===== src/rtl/lcd_write_sched.sv =====
// Character-LCD bus sequencer: runs the HD44780 4-bit init/config after reset, then
// round-robin arbitrates two byte-write requesters and strobes each byte as two nibbles.
module lcd_write_sched #(
  parameter int unsigned T_PWRUP  = 750000,
  parameter int unsigned T_SETUP  = 2,
  parameter int unsigned T_EHIGH  = 12,
  parameter int unsigned T_HOLD   = 1,
  parameter int unsigned T_NIBGAP = 50,
  parameter int unsigned T_BYTE   = 2000,
  parameter int unsigned T_CLEAR  = 82000,
  parameter int unsigned T_INIT1  = 205000,
  parameter int unsigned T_INIT2  = 5000,
  parameter int unsigned T_INIT3  = 2000
) (
  input  logic        CLK,
  input  logic        RST,
  input  logic        REQ0,
  input  logic        RS0,
  input  logic [7:0]  DIN0,
  output logic        GNT0,
  input  logic        REQ1,
  input  logic        RS1,
  input  logic [7:0]  DIN1,
  output logic        GNT1,
  output logic        READY,
  output logic [11:8] SF_D,
  output logic        LCD_E,
  output logic        LCD_RS,
  output logic        LCD_RW
);

  typedef enum logic [2:0] {
    S_PWR_WAIT, S_GAP, S_SETUP, S_EHIGH, S_HOLD, S_WAIT, S_IDLE
  } state_t;

  typedef enum logic [1:0] {M_INIT, M_CFG, M_USER} mode_t;

  state_t      state;
  mode_t       mode;
  logic [31:0] cnt;
  logic [31:0] wait_len;
  logic [1:0]  idx;
  logic        nib_lo;
  logic        cur_rs;
  logic [7:0]  cur_byte;
  logic        rr_ptr;

  logic [3:0]  next_nib;
  logic        next_rs;
  logic [31:0] hold_wait;
  logic        grant0;
  logic        grant1;

  function automatic logic [7:0] cfg_byte(input logic [1:0] i);
    case (i)
      2'd0:    return 8'h28;
      2'd1:    return 8'h06;
      2'd2:    return 8'h0C;
      default: return 8'h01;
    endcase
  endfunction

  // Nibble and RS presented at the start of the next strobe
  always_comb begin
    next_nib = nib_lo ? cur_byte[3:0] : cur_byte[7:4];
    next_rs  = cur_rs;
    if (mode == M_INIT) begin
      next_nib = (idx == 2'd3) ? 4'h2 : 4'h3;
      next_rs  = 1'b0;
    end
  end

  // Wait that follows the strobe just completed
  always_comb begin
    hold_wait = 32'(T_BYTE);
    if (mode == M_INIT) begin
      case (idx)
        2'd0:    hold_wait = 32'(T_INIT1);
        2'd1:    hold_wait = 32'(T_INIT2);
        default: hold_wait = 32'(T_INIT3);
      endcase
    end else if (!nib_lo) begin
      hold_wait = 32'(T_NIBGAP);
    end else if (!cur_rs && (cur_byte == 8'h01 || cur_byte == 8'h02)) begin
      hold_wait = 32'(T_CLEAR);
    end
  end

  // Ties go to the requester not granted last
  assign grant0 = REQ0 && (!REQ1 || !rr_ptr);
  assign grant1 = REQ1 && !grant0;

  always_ff @(posedge CLK or posedge RST) begin
    if (RST) begin
      state    <= S_PWR_WAIT;
      mode     <= M_INIT;
      cnt      <= '0;
      wait_len <= '0;
      idx      <= '0;
      nib_lo   <= 1'b0;
      cur_rs   <= 1'b0;
      cur_byte <= '0;
      rr_ptr   <= 1'b0;
      GNT0     <= 1'b0;
      GNT1     <= 1'b0;
      READY    <= 1'b0;
      SF_D     <= '0;
      LCD_E    <= 1'b0;
      LCD_RS   <= 1'b0;
      LCD_RW   <= 1'b0;
    end else begin
      GNT0   <= 1'b0;
      GNT1   <= 1'b0;
      LCD_RW <= 1'b0;
      case (state)
        S_PWR_WAIT: begin
          if (cnt == 32'(T_PWRUP - 1)) begin
            cnt   <= '0;
            state <= S_GAP;
          end else begin
            cnt <= cnt + 32'd1;
          end
        end
        S_GAP: begin
          cnt    <= '0;
          SF_D   <= next_nib;
          LCD_RS <= next_rs;
          state  <= S_SETUP;
        end
        S_SETUP: begin
          if (cnt == 32'(T_SETUP - 1)) begin
            cnt   <= '0;
            LCD_E <= 1'b1;
            state <= S_EHIGH;
          end else begin
            cnt <= cnt + 32'd1;
          end
        end
        S_EHIGH: begin
          if (cnt == 32'(T_EHIGH - 1)) begin
            cnt   <= '0;
            LCD_E <= 1'b0;
            state <= S_HOLD;
          end else begin
            cnt <= cnt + 32'd1;
          end
        end
        S_HOLD: begin
          if (cnt == 32'(T_HOLD - 1)) begin
            cnt      <= '0;
            wait_len <= hold_wait;
            state    <= S_WAIT;
          end else begin
            cnt <= cnt + 32'd1;
          end
        end
        S_WAIT: begin
          if (cnt == wait_len - 32'd1) begin
            cnt <= '0;
            if (mode == M_INIT) begin
              state <= S_GAP;
              if (idx == 2'd3) begin
                mode     <= M_CFG;
                idx      <= '0;
                nib_lo   <= 1'b0;
                cur_rs   <= 1'b0;
                cur_byte <= cfg_byte(2'd0);
              end else begin
                idx <= idx + 2'd1;
              end
            end else if (!nib_lo) begin
              nib_lo <= 1'b1;
              state  <= S_GAP;
            end else if (mode == M_CFG && idx != 2'd3) begin
              idx      <= idx + 2'd1;
              cur_byte <= cfg_byte(idx + 2'd1);
              nib_lo   <= 1'b0;
              state    <= S_GAP;
            end else begin
              mode  <= M_USER;
              READY <= 1'b1;
              state <= S_IDLE;
            end
          end else begin
            cnt <= cnt + 32'd1;
          end
        end
        S_IDLE: begin
          if (grant0 || grant1) begin
            cur_byte <= grant0 ? DIN0 : DIN1;
            cur_rs   <= grant0 ? RS0 : RS1;
            SF_D     <= grant0 ? DIN0[7:4] : DIN1[7:4];
            LCD_RS   <= grant0 ? RS0 : RS1;
            GNT0     <= grant0;
            GNT1     <= grant1;
            rr_ptr   <= grant0;
            READY    <= 1'b0;
            nib_lo   <= 1'b0;
            cnt      <= '0;
            state    <= S_SETUP;
          end
        end
        default: state <= S_PWR_WAIT;
      endcase
    end
  end

endmodule


===== config.mk =====
export PLATFORM = sky130hd
export DESIGN_NAME = lcd_write_sched
export DESIGN_NICKNAME = d
export VERILOG_FILES = /design/src/rtl/lcd_write_sched.sv
export SDC_FILE = /design/constraint.sdc
export NUM_CORES = 1
export LEC_CHECK = 0
export BUFFER_PORTS_ARGS = -buffer_cell sky130_fd_sc_hd__clkbuf_2
export CAP_MARGIN = 20
export CELL_PAD_IN_SITES_DETAIL_PLACEMENT = 0
export CELL_PAD_IN_SITES_GLOBAL_PLACEMENT = 1
export CORE_MARGIN = 4
export CORE_UTILIZATION = 50
export DETAILED_ROUTE_END_ITERATION = 10
export GPL_TIMING_DRIVEN = 0
export PLACE_DENSITY = 0.83
export SLEW_MARGIN = 20
export SYNTH_ARGS = -nofsm -noshare
export SYNTH_HDL_FRONTEND = slang
export SYNTH_SLANG_ARGS = --single-unit

===== constraint.sdc =====
create_clock -name CLK -period 8.4 [get_ports CLK]
set_input_delay 1.68 -clock CLK [delete_from_list [all_inputs] [get_ports CLK]]
set_output_delay 1.68 -clock CLK [all_outputs]
set_load 0.01 [all_outputs]

==> flow_metrics.tcl <==
set metrics [dict create \
    numClockSinks 70 \
    core_area_um2 9284 \
    area_delta_synth_final_pct 11.58 \
    vias_per_cell 5.870 \
    setup_tns_ps 0 \
    drv_slew 0 \
    fin_crit_ps 3722 \
    r2r-start "wait_len[13]" \
    outcome "finished, final reports clean" \
    hold_start "LCD_RS" \
    post_synth_instance_area_um2 4775 \
    synth_top_area_cell "dfrtp_1" \
    hold_class "reg -> reg" \
    antenna_found_initial 0 \
    fp-row-count 35 \
    multi_input_area_um2 2768 \
    syn_inst 570 \
    ctsResizeCount 0 \
    final_area_um2 5328 \
    grt_pass1_wl_um 21470 \
    ant_nets 0 \
    hold_viol_final 0 \
    wl_per_cell_um 17.49 \
    critPathArrivalTime_ps 3980 \
    overflow 0 \
    num-nets-final 644 \
    worst-path-buf-inv 3 \
    boundaryPins 32 \
    h-tree-depth 3 \
    grt_use_total 0.2422 \
    ff_latch_area_um2 1752 \
    p_per_area_nw_per_um2 152.5 \
    clockRootBuffer "clkbuf_8" \
    place_area_um2 5109 \
    route.detailed.drc 0 \
    cts_tree "done" \
    drive_above_1_share 0.1201 \
    ys_top_cells_by_count "70 x dfrtp_1, 68 x nand2_1, 44 x nor2_1" \
    via_count 4373 \
    total_leakage_power_nw 2.525 \
    cp-startpoint "wait_len[13]" \
    num_antenna_cells 0 \
    ir_drop_v 0.00008814 \
    whs_path_depth 2 \
    crit_type "reg -> reg" \
    grt_max_degree 37 \
    r2r-end "cnt[7]" \
    rrSetupSlack_ps 4680 \
    die_w_um 105.7 \
    ys_ff_latch 70 \
    max_stage_delay_ps 760 \
    rsz0062_at_grt "no" \
    crit_chain "clkbuf_1 -> nor4_1 -> mux2i_1 -> a41oi_1 -> a2111oi_4 -> nand4_4 -> a21oi_2 -> buf_4 -> buf_6 -> nor3_1 -> a21o_1" \
    fin_skew_ps 17.00 \
    die_h_um 105.7 \
    endpoint_kind "flip-flop" \
    synth_flop_cell "dfrtp_1" \
    insertion_delay_ps 360 \
    gp_congestion 0.8901 \
    synth_top_area_frac 0.3669 \
    clk_pin_slew_ps 90 \
    syn_nets 602 \
    synth.avg_cell_area_um2 8.376 \
    rr_worst_depth 11 \
    max_freq_ghz 0.2687 \
    die-area_um2 11180 \
    drv_cap 0 \
    synth_edf_count 0 \
    initial_utilization 0.5143 \
    post_cts_buffers 0 \
    n_fill_cell 881 \
    clockBufferDepth 2 \
    min_to "LCD_RS" \
    postCtsHoldBufs 0 \
    cp_top_family "compound AO/OA/AOI/OAI gates" \
    port_buffers 30 \
    slowest_stage "nor4_1" \
    slew_headroom 0.4642 \
    wl_um 13030 \
    synth.area.top_cells "dfrtp_1 37%, nand2_1 5.3%, o21ai_0 4.2%, nor2_1 3.5%, a21o_1 3.0%" \
    cp.required_ps 8660 \
    hpwl_um 9798 \
    synth.most_common_cell "dfrtp_1" \
    ys.warnings.count 0 \
    numCtsBuffers 9 \
    max_slew.worst_pin.slew_ps 796.3 \
    drt_iter0_drc 240 \
    period_share 0.4431 \
    first_pass_iters 5 \
    yosysUniqueCellTypes 65 \
    cp_max_fo 10 \
    synthArstFlopShare 1.000 \
    ys_seq_area_frac 0.3669 \
    crit_path_start_kind "flip-flop" \
    setup_violations 0 \
    grt_pass1_vias 4263 \
]
==> how the worst max path moves through the flow <==
| stage | end | cells past startpoint | slack (ps) |
|---|---|---|---|
| after detailed placement | cnt[7] | 11 | 4790 |
| after global routing | cnt[29] | 10 | 4480 |
| final | cnt[7] | 11 | 4680 |
| after CTS | cnt[7] | 11 | 4760 |
| after global placement | cnt[15] | 2 | 3950 |
| after floorplan | GNT0 | 1 | 4950 |
==> cell type report <==
type	instances	area share
tap	129	0.03030
timing repair buffer	31	0.03194
multi-input combinational	441	0.5195
sequential	70	0.3288
clock inverter	5	0.01527
buffer	40	0.03452
inverter	19	0.01386
clock buffer	10	0.02583
==> cells by family after synthesis <==
| family | Yosys count | share of synthesized area |
|---|---|---|
| and+or+nand+nor | 259 | 0.2904 |
| AOI/OAI and AO/OA | 130 | 0.1777 |
| DFF | 70 | 0.3669 |
| buffers and inverters | 59 | 0.05346 |
| muxes | 24 | 0.05346 |
| xor gates and xnor gates | 17 | 0.03119 |
| adders and majority gates | 10 | 0.02621 |
| other | 1 | 0.0007854 |
==> registers in the layout, summed over array words and instances, names as in the netlist <==
register,flops
LCD_E,1
cnt,32
wait_len,11
READY,1
rr_ptr,1
LCD_RS,1
SF_D,4
GNT0,1
cur_byte,8
state,3
GNT1,1
nib_lo,1
cur_rs,1
mode,2
idx,2
==> tightest hold or removal path, cell delays in order (launching register included) <==
cell	delay, ps
dfrtp_1	350
nand2_1	40
o21ai_0	60
==> where the power goes <==
group          internal [mW]  switching, mW
Clock                  0.174          0.139
Sequential             0.358         0.0193
Combinational         0.0512         0.0715
Total                  0.583          0.229
==> metal layers <==
| layer | up-vias | track usage | share of wire |
|---|---|---|---|
| met3 | 22 | 0.04042 | 0.032 |
| met5 | - | 0 | 0 |
| met2 | 80 | 0.4244 | 0.51 |
| met4 | 0 | 0.08881 | 0.020 |
| li1 | 2137 | - | - |
| met1 | 2134 | 0.2989 | 0.44 |
==> placed cells by master (no fill, tap or decap), types with 4 or more instances in the layout <==
cell      count
nor4_1       13
xnor2_1       9
ha_1         10
clkbuf_8     10
a211oi_1      4
nand3_1      22
nor2_1       44
nor2b_1       4
and2_1        5
buf_4         4
a31oi_1       5
a211o_1       6
or2_2         4
nand2_1      68
nor3b_1      10
mux2_1        7
a21oi_1      26
and3_1       18
nand4_1      12
o211ai_1      5
clkbuf_1     30
or3_1        12
nand2b_1      4
nor4b_1       4
inv_1        18
o21ai_0      40
mux2_2        5
mux2i_1      12
a21o_1       19
clkbuf_2     30
xor2_1        8
o22ai_1       4
dfrtp_1      70
nor3_1       19
==> per-stage QoR <==
stage	utilization	hold WS (ps)	std cells	worst slack [ps]	power, mW
finish	0.5739	489.9	745	4678	0.8127
global route	0.5739	516.4	745	4481	0.8529
CTS	0.5739	495.4	745	4764	0.8206
detailed placement	0.5503	475.7	730	4787	0.5079
global placement	0.5478	460.2	729	3952	0.5027
floorplan	-	449.3	570	4952	0.4694
(Power assumes the default switching activity.)
